### src/rtl/multimode_ring_counter_pkg.sv
// Shared constants and helpers for the multimode ring counter.
//   MODE_RING / MODE_JOHNSON : values of the mode input and of mode_q
//   DIR_LEFT  / DIR_RIGHT    : values of the dir input
//   seed(mode)               : start state of a mode, 32 bits wide; callers size-cast it
package multimode_ring_counter_pkg;

    localparam logic MODE_RING    = 1'b0;
    localparam logic MODE_JOHNSON = 1'b1;
    localparam logic DIR_LEFT     = 1'b0;
    localparam logic DIR_RIGHT    = 1'b1;

    // Ring starts with bit 0 set and Johnson starts from all-zeros.
    function automatic logic [31:0] seed(input logic mode);
        return (mode == MODE_JOHNSON) ? 32'd0 : 32'd1;
    endfunction

endpackage

### src/rtl/ring_state_decode.sv
// Purely combinational state decoder for the multimode ring counter.
// Ports:
//   q      in  WIDTH  current counter state
//   mode_q in  1      active mode (MODE_RING / MODE_JOHNSON)
//   legal  out 1      q is a member of the active mode's sequence
//   pos    out PW     index of q in the left-shift sequence, 0 when illegal
module ring_state_decode
    import multimode_ring_counter_pkg::*;
#(
    parameter int WIDTH = 4,
    localparam int PW = $clog2(2 * WIDTH)
) (
    input  logic [WIDTH-1:0] q,
    input  logic             mode_q,
    output logic             legal,
    output logic [PW-1:0]    pos
);

    logic [PW:0]      ones;
    logic [PW-1:0]    ring_idx;
    logic [WIDTH-1:0] inv_q;
    logic             low_anchored;
    logic             high_anchored;

    always_comb begin
        ones     = '0;
        ring_idx = '0;
        for (int i = 0; i < WIDTH; i++) begin
            ones = ones + (PW + 1)'(q[i]);
            if (q[i]) ring_idx = PW'(i);
        end
    end

    // q = 0..01..1 exactly when q + 1 shares no set bit with q; the
    // high-anchored form 1..10..0 is the same test on ~q.
    assign inv_q         = ~q;
    assign low_anchored  = ((q & (q + WIDTH'(1))) == '0);
    assign high_anchored = ((inv_q & (inv_q + WIDTH'(1))) == '0);

    always_comb begin
        legal = 1'b0;
        pos   = '0;
        if (mode_q == MODE_RING) begin
            legal = (ones == (PW + 1)'(1));
            if (legal) pos = ring_idx;
        end else begin
            legal = low_anchored | high_anchored;
            if (legal) begin
                // Filling phase counts up with the ones; draining phase
                // (ones anchored at the MSB) counts on from W toward 2W-1.
                if (q[0] || (q == '0)) pos = PW'(ones);
                else                   pos = PW'(2 * WIDTH) - PW'(ones);
            end
        end
    end

endmodule

### src/rtl/multimode_ring_counter.sv
// WIDTH-bit one-hot ring / Johnson counter, mode selectable at run time,
// bidirectional, with enable and parallel load.
// Optional feature macro: MULTIMODE_RING_COUNTER_SELFCORRECT_EN
//   defined   : an illegal state is replaced by the active mode's seed on the next edge
//   undefined : illegal states shift like legal ones and persist
// Ports:
//   clk      in  1      rising-edge clock
//   reset    in  1      asynchronous active-high reset
//   en       in  1      advance one state per clock
//   load     in  1      load load_val (highest priority)
//   load_val in  WIDTH  value to load, not checked for legality
//   mode     in  1      0 = ring, 1 = Johnson
//   dir      in  1      0 = toward MSB, 1 = toward LSB
//   q        out WIDTH  registered counter state
//   pos      out PW     state index from q and the registered mode
//   tc       out 1      next shift returns to the seed
//   err      out 1      registered illegal-state flag
module multimode_ring_counter
    import multimode_ring_counter_pkg::*;
#(
    parameter int WIDTH = 4,
    localparam int PW = $clog2(2 * WIDTH)
) (
    input  logic             clk,
    input  logic             reset,
    input  logic             en,
    input  logic             load,
    input  logic [WIDTH-1:0] load_val,
    input  logic             mode,
    input  logic             dir,
    output logic [WIDTH-1:0] q,
    output logic [PW-1:0]    pos,
    output logic             tc,
    output logic             err
);

    logic             mode_q;
    logic             legal;
    logic [WIDTH-1:0] shifted;
    logic [WIDTH-1:0] q_next;
    logic [WIDTH-1:0] seed_cur;
    logic [WIDTH-1:0] seed_new;

    assign seed_cur = WIDTH'(seed(mode_q));
    assign seed_new = WIDTH'(seed(mode));

    ring_state_decode #(.WIDTH(WIDTH)) u_decode (
        .q      (q),
        .mode_q (mode_q),
        .legal  (legal),
        .pos    (pos)
    );

    // Shift follows the registered mode; Johnson feeds back the inverted
    // bit that falls off the end.
    always_comb begin
        shifted = q;
        case ({mode_q, dir})
            {MODE_RING,    DIR_LEFT}:  shifted = {q[WIDTH-2:0], q[WIDTH-1]};
            {MODE_RING,    DIR_RIGHT}: shifted = {q[0], q[WIDTH-1:1]};
            {MODE_JOHNSON, DIR_LEFT}:  shifted = {q[WIDTH-2:0], ~q[WIDTH-1]};
            default:                   shifted = {~q[0], q[WIDTH-1:1]};
        endcase
    end

    always_comb begin
        q_next = q;
        if (load) begin
            q_next = load_val;
        end else if (mode != mode_q) begin
            q_next = seed_new;
        end
`ifdef MULTIMODE_RING_COUNTER_SELFCORRECT_EN
        else if (!legal) begin
            q_next = seed_cur;
        end
`endif
        else if (en) begin
            q_next = shifted;
        end
    end

    assign tc = en & ~load & legal & (shifted == seed_cur);

    always_ff @(posedge clk or posedge reset) begin
        if (reset) begin
            q      <= WIDTH'(1);
            mode_q <= MODE_RING;
            err    <= 1'b0;
        end else begin
            q      <= q_next;
            mode_q <= mode;
            err    <= ~legal;
        end
    end

endmodule

### config.mk
export PLATFORM = sky130hd
export DESIGN_NAME = multimode_ring_counter
export DESIGN_NICKNAME = d
export VERILOG_FILES = /design/src/rtl/multimode_ring_counter_pkg.sv /design/src/rtl/ring_state_decode.sv /design/src/rtl/multimode_ring_counter.sv
export SDC_FILE = /design/constraint.sdc
export NUM_CORES = 1
export LEC_CHECK = 0
export BUFFER_PORTS_ARGS = -buffer_cell sky130_fd_sc_hd__buf_2
export CORE_AREA = 10 10 47 49
export CTS_CLUSTER_DIAMETER = 80
export DETAILED_ROUTE_END_ITERATION = 7
export DIE_AREA = 0 0 57 59
export PLACE_DENSITY = 0.77
export SLEW_MARGIN = 20
export SYNTH_ARGS = -nofsm -noshare
export SYNTH_HDL_FRONTEND = slang
export SYNTH_SLANG_ARGS = --single-unit
### constraint.sdc
create_clock -name clk -period 4.05 [get_ports clk]
set_input_delay 0.2025 -clock clk [delete_from_list [all_inputs] [get_ports clk]]
set_output_delay 0.2025 -clock clk [all_outputs]
set_load 0.02 [all_outputs]
* Word level (Yosys, flattened, before mapping)
Index checks and enable logic that the tools add are counted.
W data, S select, Z words.
** Operators by class
- Add/sub/neg operators :: 6
- Bitwise operators :: 11
- Reductions and logical operators :: 6
- Muxes and demuxes :: 14
- Eq/ne operators :: 5
** Operators by type and width (number)
- $logic_not A4 Y1 :: 3
- $mux W4 :: 3
- $pmux W4 S3 :: 1
- $mux W3 :: 3
- $add A4 B1 Y4 :: 2
- $add A4 B1 Y4 const B :: 2
- $and A4 B4 Y4 :: 2
- $mux W2 :: 3
- $eq A4 B1 Y1 :: 1
- $eq A4 B1 Y1 const B :: 1
- $mux W1 :: 4
- $not A1 Y1 :: 4
- $not A4 Y4 :: 1
- $and A1 B1 Y1 :: 3
- $reduce_bool A3 Y1 :: 1
- $sub A1 B3 Y3 const A :: 1
- $add A1 B1 Y2 :: 1
- $eq A2 B1 Y1 const B :: 1
- $eq A2 B2 Y1 const B :: 1
- $logic_not A2 Y1 :: 1
- $logic_or A1 B1 Y1 :: 1
- $ne A1 B1 Y1 :: 1
- $or A1 B1 Y1 :: 1
** Storage, ports and cells
- Input port bits :: 10
- Register bits :: 6
- Output and inout bits :: 9

* Logic depth before layout (Yosys ltp)
Gate-level depths: netlist (run 1).
- Depth in word-level cells :: 8
- Gate-level depth with buffers :: 10

* By module
From an unflattened synthesis (run 1), not the netlist that was laid out.
** Unflattened totals
- Cells, all modules :: 68
- Area total of the unflattened synthesis :: 603.1 um2
** Modules (own cells, without submodules)
- multimode_ring_counter :: cells each 43, seq. area each 151.4 um2, times used 1, area each 412.9 um2
- ring_state_decode :: cells each 25, seq. area each 0.0 um2, times used 1, area each 190.2 um2

* Worst setup path before layout (run 1)
Ideal clock, no wire load.
- Kind :: reg2out
- From :: register q[0]
- To :: output port pos[2]
- Arrival time :: 2573 ps
- Buffers on the path :: 1
- Cell stages (with the launch flop) :: 11
- Data required time :: 3848 ps
- Path slack :: 1275 ps
- Path through :: dfstp_2 buf_6 inv_1 ha_1 fa_1 ha_1 inv_1 ha_1 a211oi_1 xnor2_1 nor2_1
** Between the ends
- Longest elaborated chain between the ends :: 7
** RTL lines
- from (decl) :: line multimode_ring_counter.sv:31 : output logic [WIDTH-1:0] q,
- from (signal assigned) :: line multimode_ring_counter.sv:91 : q <= q_next;
- $add A1 B1 Y2 / $not A4 Y4 (equally long branches) :: line ring_state_decode.sv:29, ring_state_decode.sv:36
- $add A4 B1 Y4, on equally long branches :: line ring_state_decode.sv:29, ring_state_decode.sv:38
- $add A4 B1 Y4 / $and A4 B4 Y4 (equally long branches) :: line ring_state_decode.sv:29, ring_state_decode.sv:38
- $sub A1 B3 Y3 / $logic_not A4 Y1 (equally long branches) :: line ring_state_decode.sv:52, ring_state_decode.sv:38
- $mux W3 / $or A1 B1 Y1 (equally long branches) :: line ring_state_decode.sv:51, ring_state_decode.sv:47
- $mux W3 (*) :: line ring_state_decode.sv:48 : if (legal) begin
- $mux W3 (*) :: line ring_state_decode.sv:43 : if (mode_q == MODE_RING) begin
- to (decl) :: line multimode_ring_counter.sv:32 : output logic [PW-1:0] pos,
Mark *: on every way between the ends. The rest lies on a longest branch, timed or not.

* Final worst setup path (run 1)
- From :: register q[0]
- To :: output port tc
** Between the ends
- Longest elaborated chain between the ends :: 8
** RTL lines
- parallel branches: the longest is 7 deep, another holds $add A4 B1 Y4
- $and A1 B1 Y1 (*) :: line multimode_ring_counter.sv:83 : assign tc = en & ~load & legal & (shifted == seed_cur);
- to (decl) :: line multimode_ring_counter.sv:33 : output logic tc,
Every way passes the cells marked *.

==> results of run 1 <==
worst paths after layout:
| path | slack (ps) | cells past startpoint | end | startpoint |
|---|---|---|---|---|
| worst min-delay path | 80 | 1 | mode_q$_DFF_PP0_ | mode |
| worst min register to register | 730 | 2 | q[0]$_DFFE_PP1P_ | q[0]$_DFFE_PP1P_ |
| worst max register to register | 1620 | 8 | err$_DFF_PP0_ | q[0]$_DFFE_PP1P_ |
| max in group asynchronous | 3400 | 3 | q[0]$_DFFE_PP1P_ | reset |
| worst max-delay path | 980 | 9 | tc | q[0]$_DFFE_PP1P_ |
| min in group asynchronous | 400 | 3 | q[1]$_DFFE_PP0P_ | reset |
flip-flops by register name (all words and copies together) (netlist names):
register  count
err           1
mode_q        1
q             4
synthesized netlist by cell type:
| cell | instances | share of area [%] |
|---|---|---|
| ha_1 | 8 | 15 |
| nand2_1 | 8 | 4.5 |
| inv_1 | 7 | 3.9 |
| dfrtp_1 | 5 | 19 |
| o21ai_0 | 5 | 3.7 |
| a21oi_1 | 4 | 3.0 |
| nor2_1 | 4 | 2.2 |
| mux2i_1 | 3 | 4.5 |
| xnor2_1 | 3 | 3.9 |
| buf_2 | 2 | 1.5 |
| clkbuf_1 | 2 | 1.1 |
| nor3b_1 | 2 | 2.2 |
| o211ai_1 | 2 | 2.2 |
| o22ai_1 | 2 | 1.9 |
| a2111oi_4 | 1 | 4.1 |
| a211oi_1 | 1 | 1.1 |
| a21boi_4 | 1 | 2.8 |
| a31oi_1 | 1 | 0.94 |
| and2_2 | 1 | 1.1 |
| buf_6 | 1 | 1.7 |
| dfstp_2 | 1 | 3.9 |
| fa_1 | 1 | 3.0 |
| inv_2 | 1 | 0.56 |
| nand2b_1 | 1 | 0.94 |
| nand3b_1 | 1 | 1.1 |
| nor2b_1 | 1 | 0.94 |
| nor3_1 | 1 | 0.75 |
| o211a_1 | 1 | 1.5 |
| o221ai_1 | 1 | 1.3 |
| o31ai_1 | 1 | 1.1 |
| o31ai_4 | 1 | 3.2 |
| xor2_1 | 1 | 1.3 |
through the flow:
step                util [%]  power, mW  hold slack (ps)  instance area [sq um]  instances
finish                 56.07     0.2739            76.41                  785.8        109
global route           56.07     0.2970            69.68                  785.8        109
CTS                    56.07     0.2763            74.97                  785.8        109
detailed placement     53.48     0.2148            119.3                  749.5        104
global placement       53.48     0.2122            113.4                  749.5        104
floorplan                  -     0.1799           -7.267                  668.1         75
cell type report:
class,count,share of cell area (%)
Timing Repair Buffer,19,12.74
Sequential cell,6,19.27
Tap cell,16,2.548
Clock buffer,4,3.344
Multi-Input combinational cell,56,58.28
Inverter,8,3.822
power by group through the flow:
stage	combinational (mW)	clock (mW)	sequential, mW
2_1_floorplan	0.0951	0	0.0848
3_3_place_gp	0.129	0	0.0830
3_5_place_dp	0.131	0	0.0834
4_1_cts	0.133	0.0612	0.0824
5_1_grt	0.146	0.0670	0.0842
6_report	0.132	0.0599	0.0825
routing by layer:
metal	vias up	GRT usage (%)	routed length, um
met5	-	0	0
met1	266	11.02	685
li1	295	-	-
met3	4	5.150	148
met4	0	2.013	11
met2	31	14.57	722
critical path, delay by kind of cell (launching register included):
kind | cells | cell delay, ps
AND/OR/NAND/NOR | 1 | 130
adder cells (fa/ha/maj) | 4 | 1120
AO/OA/AOI/OAI | 1 | 310
flip-flops | 1 | 630
buffers and inverters | 3 | 430
cells by family (layout without fill, tap and decap cells):
family | Yosys count | count (layout) | share of synthesized area, %
AOI/OAI and AO/OA | 21 | 21 | 26.97
and+or+nand+nor | 19 | 19 | 13.86
buffers and inverters | 13 | 31 | 8.802
adders and majority gates | 9 | 9 | 17.98
DFF | 6 | 6 | 22.66
xor gates and xnor gates | 4 | 4 | 5.244
muxes | 3 | 3 | 4.495
==> metrics.cfg, run 1 <==
[outcome]
status = finished, final reports clean

[synthesis]
syn-cell-area_sq_um = 668.1
synthCells = 75
synth_seq_area_share_pct = 22.66
yosys_warnings = 0
syn_area_per_cell_sq_um = 8.909
ys_ff_latch = 6
synth.distinct_cells = 32
synth_nets = 94

[sta]
tightest_slew_ps = 415.7
hold_violations = 0
rsz0062_at_grt = false
drv_slew = 0
setup_violations = 0
slew_headroom_pct = 72.28
fmax_mhz = 325.6
clock_skew_ps = 2.419
period_share_pct = 75.83
fin_setup_tns_ps = 0
min_period_ps = 3071
setup_ws_ps = 978.8

[clocking]
cts_tree = yes
cts_setup_buffers = 0
cts_hold_buf = 1
clockRootBuffer = clkbuf_4
cts.sinks = 6
cts_resized = 0
cts-htree-levels = 1
path_clk_slew_ps = 50
cts_buffers = 3
clock_path_buffers = 2
insertion_delay_ps = 250

[setup_path]
cp-start-kind = register
required_ps = 3850
crit_fanout = 10
cpMostUsedCell = ha_1
worstSetupEndpointType = output pin
cp.arrival_ps = 2870
critPathKind = reg2out
crit_chain = inv_1, ha_1, fa_1, ha_1, inv_1, ha_1, nand2_1, a2111oi_4, buf_2
max_stage_delay_ps = 630
cp_slowest_cell = dfstp_2

[power_and_ir_drop]
power_frac_clock_pct = 21.9
peakVddDrop_v = 0.0002526
p_sw_mw = 0.1146
seq_power_share_pct = 30.1
internal_power_mw = 0.1593
p_leak_nw = 0.3843
switching_share_pct = 41.85
pwr-share-comb_pct = 48.0
power.density_nw_per_um2 = 348.6

[worst_hold_path]
timing.hold.worst.class = in2reg

[layout]
layout_commonest_cell = buf_2
multi_input_area_sq_um = 457.9
area_growth_pct = 17.60
layout_common_cells = buf_2, nand2_1, ha_1
diodes = 0
fin_nets = 113
regArea_sq_um = 151.4
fillerInstances = 135
drive_above_1_share_pct = 29.03

[detailed_routing]
drc_errors = 0
first_iter_violations = 13
first_pass_iters = 4
wl_um = 1567
vias = 596
wl_per_cell_um = 14.38
routed_via_density = 5.468
ant_nets = 0

[global_routing]
antenna_found_initial = 0
gr-usage-all-layers_pct = 9.356
overflow = 0
grt_max_degree = 11
grt_pass1_vias = 574
grt_pass1_wl_um = 2594

[die]
rows = 14
io_pins = 19
initial_core_util_pct = 47.68
core-area_sq_um = 1401
die_h_um = 59
die_w_um = 57
dieArea_sq_um = 3363

[place]
hpwl_um = 1209
dpl_worst_slack_ps = 1248
gp_congestion = 0.7678
port_buffers = 18

[run]
drv_cap = 0

(Power assumes the default switching activity.)
==> inputs of run 2 (changes only) <==
--- a/config.mk
+++ b/config.mk
@@ -6,10 +6,10 @@
 export NUM_CORES = 1
 export LEC_CHECK = 0
 export BUFFER_PORTS_ARGS = -buffer_cell sky130_fd_sc_hd__buf_2
-export CORE_AREA = 10 10 47 49
+export CORE_MARGIN = 10
+export CORE_UTILIZATION = 50
 export CTS_CLUSTER_DIAMETER = 80
 export DETAILED_ROUTE_END_ITERATION = 7
-export DIE_AREA = 0 0 57 59
 export PLACE_DENSITY = 0.77
 export SLEW_MARGIN = 20
 export SYNTH_ARGS = -nofsm -noshare
==> constraint.sdc (replaced) <==
create_clock -name clk -period 3.2 [get_ports clk]
set_input_delay 0.16 -clock clk [delete_from_list [all_inputs] [get_ports clk]]
set_output_delay 0.16 -clock clk [all_outputs]
set_load 0.02 [all_outputs]
==> run 2 against run 1 <==
Sequential cell count is the same. Clock-buffer cell count unchanged. Final cell count is 0.92% higher. Global-route usage grew 0.44 points. Wire length decreased by 3.4%. Sequential share of layout area decreased by 0.33 points. Clock power increased by 30%. First-iteration DRC count up 7.7%. Largest power group unchanged.
==> metrics.cfg, run 2 (same netlist as run 1, synthesis figures left out) <==
[setup_path]
crit_fanout = 5  ; -5
required_ps = 3040  ; -810 ps
worstSetupEndpointType = output pin
reg2reg_setup_slack_ps = 810  ; -810 ps
cpMostUsedCell = ha_1
critPathLaunch = q[0]$_DFFE_PP1P_
cp.depth = 9  ; unchanged
timing.rr.start = q[0]$_DFFE_PP1P_
cp_slowest_cell = dfstp_2
critPathKind = reg2out
cp.arrival_ps = 2830  ; -40 ps
critical_path_buf_inv_count = 3  ; unchanged
r2r_cells = 8  ; unchanged
max_stage_delay_ps = 560  ; -70 ps
timing.critical_path.to = tc
critPathTopFamily = adder cells
reg2reg_to = err$_DFF_PP0_
cp-start-kind = register
crit_chain = inv_1, ha_1, fa_1, ha_1, inv_1, ha_1, nand2_1, a2111oi_4, buf_2

[layout]
layout_common_cells = buf_2, nand2_1, ha_1
fin_nets = 115  ; +1.8%
drive_above_1_share_pct = 30.53  ; +1.5 points
largest_reg_flops = 4  ; unchanged
regMostFlops = q
fin_area_sq_um = 799.5  ; +1.8%
area_growth_pct = 19.66
diodes = 0  ; unchanged
instances_no_fill = 110  ; +0.92%
largest_registers = q (4), err (1), mode_q (1)
layout_commonest_cell = buf_2

[die]
core-area_sq_um = 1285  ; -8.3%
io_pins = 19  ; unchanged
rows = 13  ; -1
die_h_um = 56.56  ; -4.1%
dieArea_sq_um = 3198  ; -4.9%
die_w_um = 56.56  ; -0.78%
initial_core_util_pct = 52.00  ; +4.3 points

[power_and_ir_drop]
peakVddDrop_v = 0.0002742  ; +8.6%
p_leak_nw = 0.3942  ; +2.6%
p_total_mw = 0.3525  ; +29%
power.density_nw_per_um2 = 440.9  ; +26%

[detailed_routing]
wl_um = 1514  ; -3.4%
drc_errors = 0  ; unchanged
first_pass_iters = 4  ; unchanged
first_iter_violations = 14  ; +1
routed_via_density = 5.482  ; +0.25%
ant_nets = 0  ; unchanged
vias = 603  ; +1.2%
wl_per_cell_um = 13.76  ; -4.3%

[place]
dp.cells = 103  ; -0.96%
gp_congestion = 0.7949  ; +3.5%
port_buffers = 18  ; unchanged
hpwl_um = 1248  ; +3.2%
post_dp_cell_area_sq_um = 748.2  ; -0.17%

[sta]
drv_slew = 0  ; unchanged
clock_skew_ps = 0.3620  ; -2.057 ps
hold_violations = 0  ; unchanged
setup_violations = 0  ; unchanged
tightest_slew_ps = 390.9  ; -24.81 ps
rsz0062_at_grt = false
fmax_mhz = 334.0
fin_setup_tns_ps = 0  ; unchanged
slew_headroom_pct = 73.94  ; +1.7 points
holdWs_ps = 27.73  ; -48.68 ps
min_period_ps = 2994
period_share_pct = 93.57

[clocking]
path_clk_slew_ps = 50  ; about the same
clock_path_buffers = 2  ; unchanged
clockRootBuffer = clkbuf_4
cts_resized = 0  ; unchanged
insertion_delay_ps = 250  ; about the same
cts_buffers = 3  ; unchanged
cts_tree = yes
cts-htree-levels = 1  ; unchanged
cts.sinks = 6  ; unchanged

[global_routing]
antenna_found_initial = 0  ; unchanged
overflow = 0  ; unchanged
grt_max_degree = 11  ; unchanged
gr-usage-all-layers_pct = 9.798  ; +0.44 points
grt_pass1_wl_um = 2663  ; +2.7%
grt_pass1_vias = 622  ; +8.4%

[run]
drv_cap = 0  ; unchanged

[outcome]
status = finished, final reports clean

[worst_hold_path]
timing.hold.worst.class = in2reg

## run 2: cell types whose count changed in the layout (fill, tap and decap cells not counted), sizes merged
cell / before / now
buf: 18 / 20
## run 2: stage by stage
stage / setup WS [ps] / utilization, %
after global routing: 101.1 / 62.22
after detailed placement: 367.8 / 58.23
after global placement: 471.1 / 58.23
after CTS: 88.77 / 61.05
after floorplan: 467.4 / -
final: 205.7 / 62.22
## run 2: worst min path at each step
stage,slack [ps],start,cells after the start,to
finish,30,mode,1,mode_q$_DFF_PP0_
global route,20,mode,1,mode_q$_DFF_PP0_
CTS,20,mode,1,mode_q$_DFF_PP0_
detailed placement,80,reset,2,err$_DFF_PP0_
global placement,80,reset,2,err$_DFF_PP0_
floorplan,-50,reset,1,err$_DFF_PP0_
## run 2: cell type report
cell class                      count  area, sq um
Clock buffer                        4        26.28
Sequential cell                     6        151.4
Fill cell                         103        485.5
Multi-Input combinational cell     56        457.9
Tap cell                           15        18.77
Inverter                            8        30.03
Timing Repair Buffer               21        115.1
## run 2: layer usage
metal	global-route usage, %	share of wire, %	vias to the layer above
li1	-	-	301
met1	11.45	43	277
met2	15.99	49	23
met3	2.697	7.3	2
met4	4.467	1.3	0
met5	0	0	-
## run 2: timing repair
item / in CTS / in global routing
setup buffers: 0 / 2
hold endpoints to repair: 5 / 0
hold buffers: 1 / 0
setup endpoints to repair: 0 / 2
## run 2: power breakdown
group          internal [mW]  leakage, nW  switching [mW]
combinational         0.0728        0.308           0.100
sequential            0.0860       0.0707          0.0154
clock                 0.0475       0.0150          0.0306
total                  0.206        0.394           0.146
==> inputs of run 3 (changes only) <==
--- a/config.mk
+++ b/config.mk
@@ -10,6 +10,7 @@
 export CORE_UTILIZATION = 50
 export CTS_CLUSTER_DIAMETER = 80
 export DETAILED_ROUTE_END_ITERATION = 7
+export GPL_TIMING_DRIVEN = 0
 export PLACE_DENSITY = 0.77
 export SLEW_MARGIN = 20
 export SYNTH_ARGS = -nofsm -noshare
==> constraint.sdc (replaced) <==
create_clock -name clk -period 3.2 [get_ports clk]
set_input_delay 0.48 -clock clk [delete_from_list [all_inputs] [get_ports clk]]
set_output_delay 0.48 -clock clk [all_outputs]
set_load 0.02 [all_outputs]
==> run 3 against run 2 <==
Total power is 10% higher. Largest cell class unchanged. Critical path depth grew 2. Core utilization grew 6.5 points. Maximum frequency decreased by 2.8%. Highest routed layer unchanged. Largest power group unchanged.
==> metrics.cfg, run 3 (same netlist as run 1, synthesis figures left out) <==
[sta]
drv_slew = 0  ; unchanged
setup_violations = 0  ; unchanged
clock_skew_ps = 8.264  ; +7.902 ps
fin_setup_tns_ps = 0  ; unchanged
slew_headroom_pct = 75.73  ; +1.8 points
hold_violations = 0  ; unchanged
fmax_mhz = 324.6  ; -2.8%
tightest_slew_ps = 364.0  ; -26.92 ps
rsz0062_at_grt = false
period_share_pct = 96.26  ; +2.7 points
min_period_ps = 3080  ; +86.09 ps

[layout]
fin_area_sq_um = 883.3  ; +10%
drive_above_1_share_pct = 41.84  ; +11 points
layout_common_cells = buf_2, nand2_1, o21ai_0, inv_1, buf_4
layout_commonest_cell = buf_2
diodes = 0  ; unchanged
largest_reg_flops = 4  ; unchanged
instances_no_fill = 113  ; +2.7%
regMostFlops = q
area_growth_pct = 32.21
largest_registers = q (4), err (1), mode_q (1)
regArea_sq_um = 152.6  ; +0.83%
multi_input_area_sq_um = 513.0  ; +12%
fillerInstances = 110  ; +6.8%
fin_nets = 118  ; +2.6%

[setup_path]
max_stage_delay_ps = 530  ; -30 ps
crit_chain = buf_6, clkinvlp_4, ha_4, fa_2, ha_4, inv_4, ha_2, a211oi_2, xnor2_1, nor2_1, buf_4
crit_fanout = 2  ; -3
cp.arrival_ps = 2600  ; -230 ps
worstSetupEndpointType = output pin
cp_slowest_cell = dfstp_2
critPathKind = reg2out
required_ps = 2720  ; -320 ps
timing.rr.start = q[0]$_DFFE_PP1P_
cpMostUsedCell = ha_4
cp-start-kind = register
critPathLaunch = q[0]$_DFFE_PP1P_

[clocking]
clockRootBuffer = clkbuf_4
insertion_delay_ps = 240  ; about the same
cts_buffers = 3  ; unchanged
cts-htree-levels = 1  ; unchanged
cts.sinks = 6  ; unchanged
cts_tree = yes
clock_path_buffers = 2  ; unchanged
path_clk_slew_ps = 50  ; about the same

[die]
die_h_um = 56.56  ; unchanged
die_w_um = 56.56  ; unchanged
initial_core_util_pct = 52.00  ; unchanged
core-area_sq_um = 1285  ; unchanged
rows = 13  ; unchanged
dieArea_sq_um = 3198  ; unchanged
io_pins = 19  ; unchanged

[power_and_ir_drop]
power.density_nw_per_um2 = 440.2  ; -0.17%
peakVddDrop_v = 0.0003629  ; +32%
p_leak_nw = 0.4024  ; +2.1%

[global_routing]
overflow = 0  ; unchanged
gr-usage-all-layers_pct = 10.79  ; +0.99 points
antenna_found_initial = 0  ; unchanged
grt_pass1_vias = 669  ; +7.6%
grt_pass1_wl_um = 2980  ; +12%
grt_max_degree = 11  ; unchanged

[detailed_routing]
drc_errors = 0  ; unchanged
routed_via_density = 5.363  ; -2.2%
first_pass_iters = 2  ; -2
vias = 606  ; +0.50%
ant_nets = 0  ; unchanged
wl_per_cell_um = 14.85  ; +7.9%
first_iter_violations = 6  ; -8
wl_um = 1678  ; +11%

[outcome]
status = finished, final reports clean

[place]
hpwl_um = 1294  ; +3.7%
dp.cells = 106  ; +2.9%
port_buffers = 16  ; -2
gp_congestion = 0.7928  ; -0.26%
post_dp_cell_area_sq_um = 767.0  ; +2.5%

[worst_hold_path]
timing.hold.worst.class = in2async

[run]
drv_cap = 0  ; unchanged

run 3: path summary, 6_finish.rpt:
path / endpoint / cells after the start / slack, ps
max: pos[2] / 11 / 120
min: q[2]$_DFFE_PP0P_ / 2 / 150
max reg2reg: err$_DFF_PP0_ / 9 / 1100
min reg2reg: q[0]$_DFFE_PP1P_ / 3 / 760
max in group asynchronous: q[0]$_DFFE_PP1P_ / 2 / 2780
min in group clk: mode_q$_DFF_PP0_ / 1 / 360
run 3: routing by layer:
layer / up-vias / track usage [%] / share of wire, %
li1: 307 / - / -
met2: 16 / 18.65 / 51
met1: 281 / 11.84 / 42
met5: - / 0 / 0
met3: 2 / 4.494 / 6.5
met4: 0 / 2.405 / 0.83
run 3: layout make-up:
| type | instances | share of cell area [%] |
|---|---|---|
| inverter | 8 | 4.108 |
| tap | 15 | 2.125 |
| clock buffer | 4 | 2.975 |
| multi-input combinational | 56 | 58.07 |
| timing repair buffer | 19 | 12.18 |
| buffer | 5 | 3.258 |
| sequential | 6 | 17.28 |
run 3: stage by stage:
step / worst slack [ps] / hold WS (ps) / power (mW) / utilization [%]
global route: 11.47 / 151.8 / 0.4223 / 68.74
CTS: 21.07 / 140.0 / 0.3777 / 67.09
global placement: 50.48 / 394.9 / 0.2697 / 59.69
detailed placement: -16.68 / 402.0 / 0.2768 / 59.69
finish: 119.6 / 152.2 / 0.3888 / 68.74
floorplan: 147.4 / 270.2 / 0.2277 / -
run 3: worst max-delay path, delay by kind of cell (launching register included):
kind                       cells  cell delay (ps)
buffers and inverters          4              400
xor gates and xnor gates       1              150
and+or+nand+nor                1               50
adders and majority gates      4             1040
AOI/OAI and AO/OA              1              200
DFF                            1              530
run 3: timing repair:
| action | in CTS | in global routing |
|---|---|---|
| hold buffers | 0 | 0 |
| setup buffers | 3 | 0 |
| pin swaps | 5 | 5 |
| resized for setup | 9 | 6 |
| endpoints found under the setup margin | 4 | 3 |
| cloned | 0 | 0 |
run 3: where the power goes:
group | leakage [nW] | internal, mW | switching (mW)
clock network | 0.0150 | 0.0471 | 0.0251
logic | 0.318 | 0.0961 | 0.123
registers | 0.0695 | 0.0864 | 0.0109
